==> src/rtl/spi_flash_pkg.sv <==
// Shared definitions for the SPI flash command layer: opcodes, op encoding,
// status-register bit positions and the sequencer state set.
package spi_flash_pkg;

    localparam logic [7:0] CMD_WREN      = 8'h06;
    localparam logic [7:0] CMD_WRDI      = 8'h04;
    localparam logic [7:0] CMD_RDID      = 8'h9F;
    localparam logic [7:0] CMD_RDSR      = 8'h05;
    localparam logic [7:0] CMD_WRSR      = 8'h01;
    localparam logic [7:0] CMD_READ      = 8'h03;
    localparam logic [7:0] CMD_FAST_READ = 8'h0B;
    localparam logic [7:0] CMD_PP        = 8'h02;
    localparam logic [7:0] CMD_SE        = 8'hD8;
    localparam logic [7:0] CMD_BE        = 8'hC7;

    typedef enum logic [1:0] {
        OP_READ    = 2'd0,
        OP_PROGRAM = 2'd1,
        OP_ERASE   = 2'd2,
        OP_READ_ID = 2'd3
    } op_e;

    localparam int unsigned SR_WIP = 0;
    localparam int unsigned SR_WEL = 1;

    localparam logic [8:0] MAX_LEN = 9'd256;

    typedef enum logic [3:0] {
        S_IDLE, S_CHK, S_WREN, S_WREN_W, S_OP, S_OP_W,
        S_GAP, S_POLL, S_POLL_W, S_POLL_DLY, S_DONE
    } state_e;

    // Main opcode issued in the OP state for a given request type
    function automatic logic [7:0] op_opcode(input op_e op);
        case (op)
            OP_READ:    return CMD_READ;
            OP_PROGRAM: return CMD_PP;
            OP_ERASE:   return CMD_SE;
            default:    return CMD_RDID;
        endcase
    endfunction

endpackage

==> src/rtl/spi_flash_wait_cnt.sv <==
// 16-bit load/decrement timer. Loaded with N, done is high on the last of N
// cycles (a load of 0 or 1 gives a single cycle), so a wait state entered
// together with the load lasts exactly N cycles.
module spi_flash_wait_cnt (
    input  logic        clk,
    input  logic        rst_n,
    input  logic        load,
    input  logic [15:0] load_val,
    output logic        done
);

    logic [15:0] cnt;

    // Load has priority; otherwise count down and stop at zero
    always_ff @(posedge clk) begin
        if (!rst_n)
            cnt <= '0;
        else if (load)
            cnt <= load_val;
        else if (cnt != '0)
            cnt <= cnt - 16'd1;
    end

    assign done = (cnt <= 16'd1);

endmodule

==> src/rtl/spi_flash_op_seq.sv <==
// High-level flash operation sequencer: turns one request into
// WREN / op / RDSR-poll command sequences for spi_flash_cmd, with a
// chip-select gap after every command.
module spi_flash_op_seq
    import spi_flash_pkg::*;
#(
    parameter int unsigned CS_GAP   = 16,
    parameter int unsigned POLL_GAP = 1000,
    parameter int unsigned POLL_MAX = 65535
) (
    input  logic        clk,
    input  logic        rst_n,
    input  logic        i_op_valid,
    input  logic [1:0]  i_op,
    input  logic [23:0] i_op_addr,
    input  logic [8:0]  i_op_len,
    output logic        o_op_ready,
    output logic        o_op_done,
    output logic        o_op_err,
    output logic [7:0]  o_status,
    output logic        o_wr_req,
    input  logic [7:0]  i_wr_data,
    output logic [7:0]  o_rd_data,
    output logic        o_rd_valid,
    output logic [7:0]  o_cmd,
    output logic        o_cmd_valid,
    input  logic        i_cmd_ack,
    output logic [23:0] o_addr,
    output logic [8:0]  o_byte_size,
    input  logic        i_data_req,
    output logic [7:0]  o_data_in,
    input  logic [7:0]  i_data_out,
    input  logic        i_data_valid
);

    state_e      state, next;
    state_e      gap_from;
    op_e         op_q;
    logic [23:0] addr_q;
    logic [8:0]  len_q;
    logic [15:0] poll_cnt;
    logic        err_q;
    logic        tmr_load, tmr_done;
    logic [15:0] tmr_val;
    logic        accept, len_bad, is_rd, in_wait, timeout;

    assign accept  = (state == S_IDLE) && i_op_valid;
    assign len_bad = ((len_q == '0) || (len_q > MAX_LEN)) && (op_q != OP_ERASE);
    assign is_rd   = (op_q == OP_READ) || (op_q == OP_READ_ID);
    assign in_wait = (state == S_WREN_W) || (state == S_OP_W) || (state == S_POLL_W);
    assign timeout = o_status[SR_WIP] && (poll_cnt == 16'(POLL_MAX));

    spi_flash_wait_cnt u_wait (
        .clk      (clk),
        .rst_n    (rst_n),
        .load     (tmr_load),
        .load_val (tmr_val),
        .done     (tmr_done)
    );

    // State register
    always_ff @(posedge clk) begin
        if (!rst_n) state <= S_IDLE;
        else        state <= next;
    end

    // Next-state and timer load; GAP resumes according to the command it follows
    always_comb begin
        next     = state;
        tmr_load = 1'b0;
        tmr_val  = '0;
        case (state)
            S_IDLE:   if (i_op_valid) next = S_CHK;
            S_CHK: begin
                if (len_bad)    next = S_DONE;
                else if (is_rd) next = S_OP;
                else            next = S_WREN;
            end
            S_WREN:   next = S_WREN_W;
            S_OP:     next = S_OP_W;
            S_POLL:   next = S_POLL_W;
            S_WREN_W, S_OP_W, S_POLL_W: begin
                if (i_cmd_ack) begin
                    next     = S_GAP;
                    tmr_load = 1'b1;
                    tmr_val  = 16'(CS_GAP);
                end
            end
            S_GAP: begin
                if (tmr_done) begin
                    case (gap_from)
                        S_WREN_W: next = S_OP;
                        S_OP_W:   next = is_rd ? S_DONE : S_POLL;
                        S_POLL_W: begin
                            if (!o_status[SR_WIP] || timeout) begin
                                next = S_DONE;
                            end else begin
                                next     = S_POLL_DLY;
                                tmr_load = 1'b1;
                                tmr_val  = 16'(POLL_GAP);
                            end
                        end
                        default:  next = S_IDLE;
                    endcase
                end
            end
            S_POLL_DLY: if (tmr_done) next = S_POLL;
            S_DONE:     next = S_IDLE;
            default:    next = S_IDLE;
        endcase
    end

    // Request latch, poll counter, error flag, status capture and read mirror
    always_ff @(posedge clk) begin
        if (!rst_n) begin
            op_q       <= OP_READ;
            addr_q     <= '0;
            len_q      <= '0;
            poll_cnt   <= '0;
            err_q      <= 1'b0;
            gap_from   <= S_IDLE;
            o_status   <= '0;
            o_rd_data  <= '0;
            o_rd_valid <= 1'b0;
        end else begin
            if (accept) begin
                op_q     <= op_e'(i_op);
                addr_q   <= i_op_addr;
                len_q    <= i_op_len;
                poll_cnt <= '0;
                err_q    <= 1'b0;
            end
            if (state == S_CHK && len_bad)
                err_q <= 1'b1;
            if (state == S_GAP && tmr_done && gap_from == S_POLL_W && timeout)
                err_q <= 1'b1;
            if (state == S_POLL)
                poll_cnt <= poll_cnt + 16'd1;
            if (in_wait && i_cmd_ack)
                gap_from <= state;
            if (state == S_POLL_W && i_data_valid)
                o_status <= i_data_out;
            o_rd_valid <= (state == S_OP_W) && is_rd && i_data_valid;
            if ((state == S_OP_W) && is_rd && i_data_valid)
                o_rd_data <= i_data_out;
        end
    end

    // Command port and handshake decode; opcode held through the _W state
    always_comb begin
        o_op_ready  = (state == S_IDLE);
        o_op_done   = (state == S_DONE);
        o_op_err    = (state == S_DONE) && err_q;
        o_cmd_valid = (state == S_WREN) || (state == S_OP) || (state == S_POLL);
        o_addr      = addr_q;
        o_cmd       = '0;
        o_byte_size = '0;
        case (state)
            S_WREN, S_WREN_W: o_cmd = CMD_WREN;
            S_OP, S_OP_W: begin
                o_cmd       = op_opcode(op_q);
                o_byte_size = (op_q == OP_ERASE) ? 9'd0 : len_q;
            end
            S_POLL, S_POLL_W: begin
                o_cmd       = CMD_RDSR;
                o_byte_size = 9'd1;
            end
            default: ;
        endcase
        o_wr_req  = (state == S_OP_W) && (op_q == OP_PROGRAM) && i_data_req;
        o_data_in = ((state == S_OP_W) && (op_q == OP_PROGRAM)) ? i_wr_data : 8'h00;
    end

endmodule

==> config.mk <==
export PLATFORM = sky130hd
export DESIGN_NAME = spi_flash_op_seq
export DESIGN_NICKNAME = d
export VERILOG_FILES = /design/src/rtl/spi_flash_pkg.sv /design/src/rtl/spi_flash_wait_cnt.sv /design/src/rtl/spi_flash_op_seq.sv
export SDC_FILE = /design/constraint.sdc
export NUM_CORES = 1
export LEC_CHECK = 0
export ABC_AREA = 1
export ABC_CLOCK_PERIOD_IN_PS = 2450
export CORE_MARGIN = 2
export CORE_UTILIZATION = 53
export CTS_BUF_LIST = sky130_fd_sc_hd__clkbuf_4
export DETAILED_ROUTE_END_ITERATION = 8
export GPL_TIMING_DRIVEN = 0
export HOLD_SLACK_MARGIN = 0.06
export PLACE_DENSITY = 0.88
export SLEW_MARGIN = 15
export SYNTH_ARGS = -nofsm -noshare
export SYNTH_HDL_FRONTEND = slang
export SYNTH_SLANG_ARGS = --single-unit
==> constraint.sdc <==
create_clock -name clk -period 2.45 [get_ports clk]
set_input_delay 0.49 -clock clk [delete_from_list [all_inputs] [get_ports clk]]
set_output_delay 0.49 -clock clk [all_outputs]
set_load 0.01 [all_outputs]
==> results.md <==
* Critical path buffers and inverters at 4
* Status: finished, violations left
* Post-Syn Area at 4488 sq um
* Initial drt markers at 202
* Synth unique cells at 40
* Period Utilization, post-route at 1.017
* Slew @ Worst Pin at 633.5 ps
* Reg power frac at 0.382
* Final global-route overflow total at 0
* Initial Util at 0.5462
* Synth Area in Compound Gates at 0.1544
* Die span in x at 96.02 um
* RSZ-0062 raised after global routing: true
* Die height at 96.02 um
* Slowest cell on crit path: clkdlybuf4s50_1
* Post-Synth Adder-Cell Area at 0.01951
* Min Clock Period, post-route at 2491 ps
* ANT cells at 0
* Nets at 849
* Met1 Use GR at 0.3209
* Worst hold path class: primary input to register
* Crit. End Element: output pin
* Gr usage total at 0.2673
* Most used DFF post-synth: dfxtp_1
* Area delta synth->final at 37.66%
* Mean Syn Cell Area at 6.947 sq um
* Post-DRT Antenna Nets at 0
* Net switching power of the design at 2063 uW
* Hold Path Origin: i_data_valid
* First-pass GRT wire length at 19,450 um
* Multi-input gate area at 2317 sq um
* Rows at 33
* CP Launch Type: register
* 1st-pass router iterations at 5
* Die ar. at 9220 sq um
* Clk sinks at 93
* GPL Wtd Cong at 0.9574
* XOR/XNOR Fraction of Synth Area at 0.02927
* Arrival time worst endpoint at 2000 ps
* # port buffers at 125
* Avg WL per Cell at 13.61 um
* Critical Path Source: state[3]
* Fmax at 401.5 MHz
* DRC viols at 0
* CP max FO at 6
* Met3 Use GR at 0.08222
* Worst-path cell chain: inv_2, nand2_4, nor2_4, inv_2, a21oi_2, buf_4, clkdlybuf4s50_1
* Final hold violation count at 0
* H-tree Lvls at 3
* Max-Cap Viols at 0
* #FFs+latches synth at 93
* Area leader, netlist: dfxtp_1
* Pre-CTS setup slack at 83.58 ps
* Kind of critical path: register to output pin
* Delay-heaviest family, CP: buffers and inverters
* Post-route setup slack at -40.53 ps
* Final Setup Violations at 1
* Via count at 4,676
* Number of global-route vias before repair at 4,350
* Mux contribution to synthesized area at 0
* Worst setup skew after layout at 14.02 ps
* Final max-slew violation count at 0
* CTS root buf: clkbuf_4
* Mapped Nets at 710
* Top cells by area, synth: dfxtp_1 41%, nand2_1 13%, a21oi_1 8.5%
* Worst reg2reg startpoint: u_wait.cnt[0]
* Top cell type's share of synthesized area at 0.4148
* Pwr dens at 862.3 nW/um^2
* Hold WS at 470.1 ps
* Post-synth top cells: 152 x nand2_1, 101 x nor2_1, 93 x dfxtp_1, 76 x a21oi_1, 56 x inv_1
* Initial antenna violation count at 0
* Largest net degree at the start of global routing at 16
* Share of layout cells above drive strength 1 at 0.1014
* Clock transition at path regs at 150 ps
* Num ports at 128
* Cts bufs inserted at 9
* Vias/cell at 5.230
* Combinational Power Share at 0.422
* Post-synth EDFFs at 0
* Yosys Warn Count at 0
* Met2 usage at 0.4624
* Total Neg Setup Slack at -40.53 ps
* Clock tree from TritonCTS: yes
* Dpl hpwl at 9207 um
* Largest family of logic cells by synthesized area: simple AND/OR/NAND/NOR gates
* Mapped Cells at 646
* Worst skew pair latency at 440 ps
* Synth Area in Simple Gates at 0.3025
* Peak supply drop at 0.0005165 V
* Post-Route WL at 12,170 um
* Top-count cell post-synth: nand2_1
* Pleak at 0.002846 uW
* Most numerous cell on the critical path: inv_2
* Asr flop ratio synth at 0
* Clock power share at 0.196
* Fillers at 618
* Most used routing layer: met2
* Delay of the slowest critical-path stage at 520 ps
* Post-synthesis sequential area ratio at 0.4148
* Sequential cell area at 1871 sq um
* CORE AREA at 8217 sq um
* Violated checks: setup timing
* Pint at 3265 uW
* CTS max path bufs at 2
* Hold bufs inserted after CTS at 0
* Critical Path RT at 1960 ps
* Finished Core Util at 0.7519
* Max-slew headroom at 0.5776
* Switching Share at 0.3872
registers in the layout, indices dropped and copies added (netlist names), 2 cells and up:
signal and cells:
poll_cnt 16, o_status 8, o_addr 24, op_q 2, o_rd_data 8, len_q 9, gap_from 4, u_wait.cnt 16
state 4
cell usage in the layout, fill, tap and decap left out, types with 2 or more instances in the layout:
cell / instances
nand2_1: 150
clkdlybuf4s50_1: 101
nor2_1: 98
dfxtp_1: 88
a21oi_1: 75
inv_1: 54
o21ai_0: 36
nand3_1: 21
dlymetal6s2s_1: 20
xor2_1: 13
clkbuf_1: 11
buf_4: 10
clkbuf_4: 10
inv_2: 9
nand4_1: 7
nand2_4: 6
nor2_2: 6
ha_1: 6
nand2_2: 5
nor3_1: 5
nor2_4: 4
buf_2: 4
nor4_1: 4
dfxtp_2: 4
nand3_2: 3
a211oi_1: 3
o21ai_2: 3
bufinv_16: 3
dlygate4sd2_1: 3
o22ai_1: 2
a21oi_2: 2
nand3b_1: 2
xnor2_1: 2
nor4_2: 2
per-layer routing:
metal,share of wire,vias up
met2,0.47,200
met3,0.10,21
li1,-,2355
met1,0.42,2100
met5,0,-
met4,0.015,0
stage by stage:
stage	std cells	power (uW)	area, sq um
CTS	891	5305	6077
finish	894	5328	6178
global placement	876	4189	5871
floorplan	646	3465	4488
detailed placement	876	4249	5871
global route	894	5729	6178
final cells by class:
type                            count  area share
Buffer                             21     0.01721
Clock buffer                       10     0.01215
Clock inverter                      5     0.01762
Inverter                           66     0.04070
Multi-Input combinational cell    466      0.3750
Sequential cell                    93      0.3028
Tap cell                          105     0.02126
Timing Repair Buffer              128      0.2132
power groups by stage:
stage               clock [uW]  combinational (uW)  sequential [uW]
global route              1110                2540             2070
floorplan                    0                1410             2060
CTS                       1060                2220             2030
finish                    1050                2250             2030
global placement             0                2150             2040
detailed placement           0                2200             2050
logic make-up after synthesis:
family          count (synthesis)
simple gates                  315
compound gates                128
flops                          93
buf+inv                        87
xor+xnor                       15
fa+ha+maj                       7
other cells                     1
final timing paths:
check,end,slack [ps],cells past startpoint
max,o_cmd[4],-40,7
min,o_status[2],470,3
max reg2reg,u_wait.cnt[1],560,10
min reg2reg,o_addr[8],480,2
what timing repair did:
item / in CTS / in global routing
pin swaps: 0 / 2
setup endpoints to repair: 25 / 26
buffers inserted: 0 / 3
gates resized for setup: 16 / 31
tightest hold or removal path: stages:
cell and delay (ps):
clkbuf_1 190, nand3_1 140, a21oi_1 60
(Power assumes the default switching activity.)
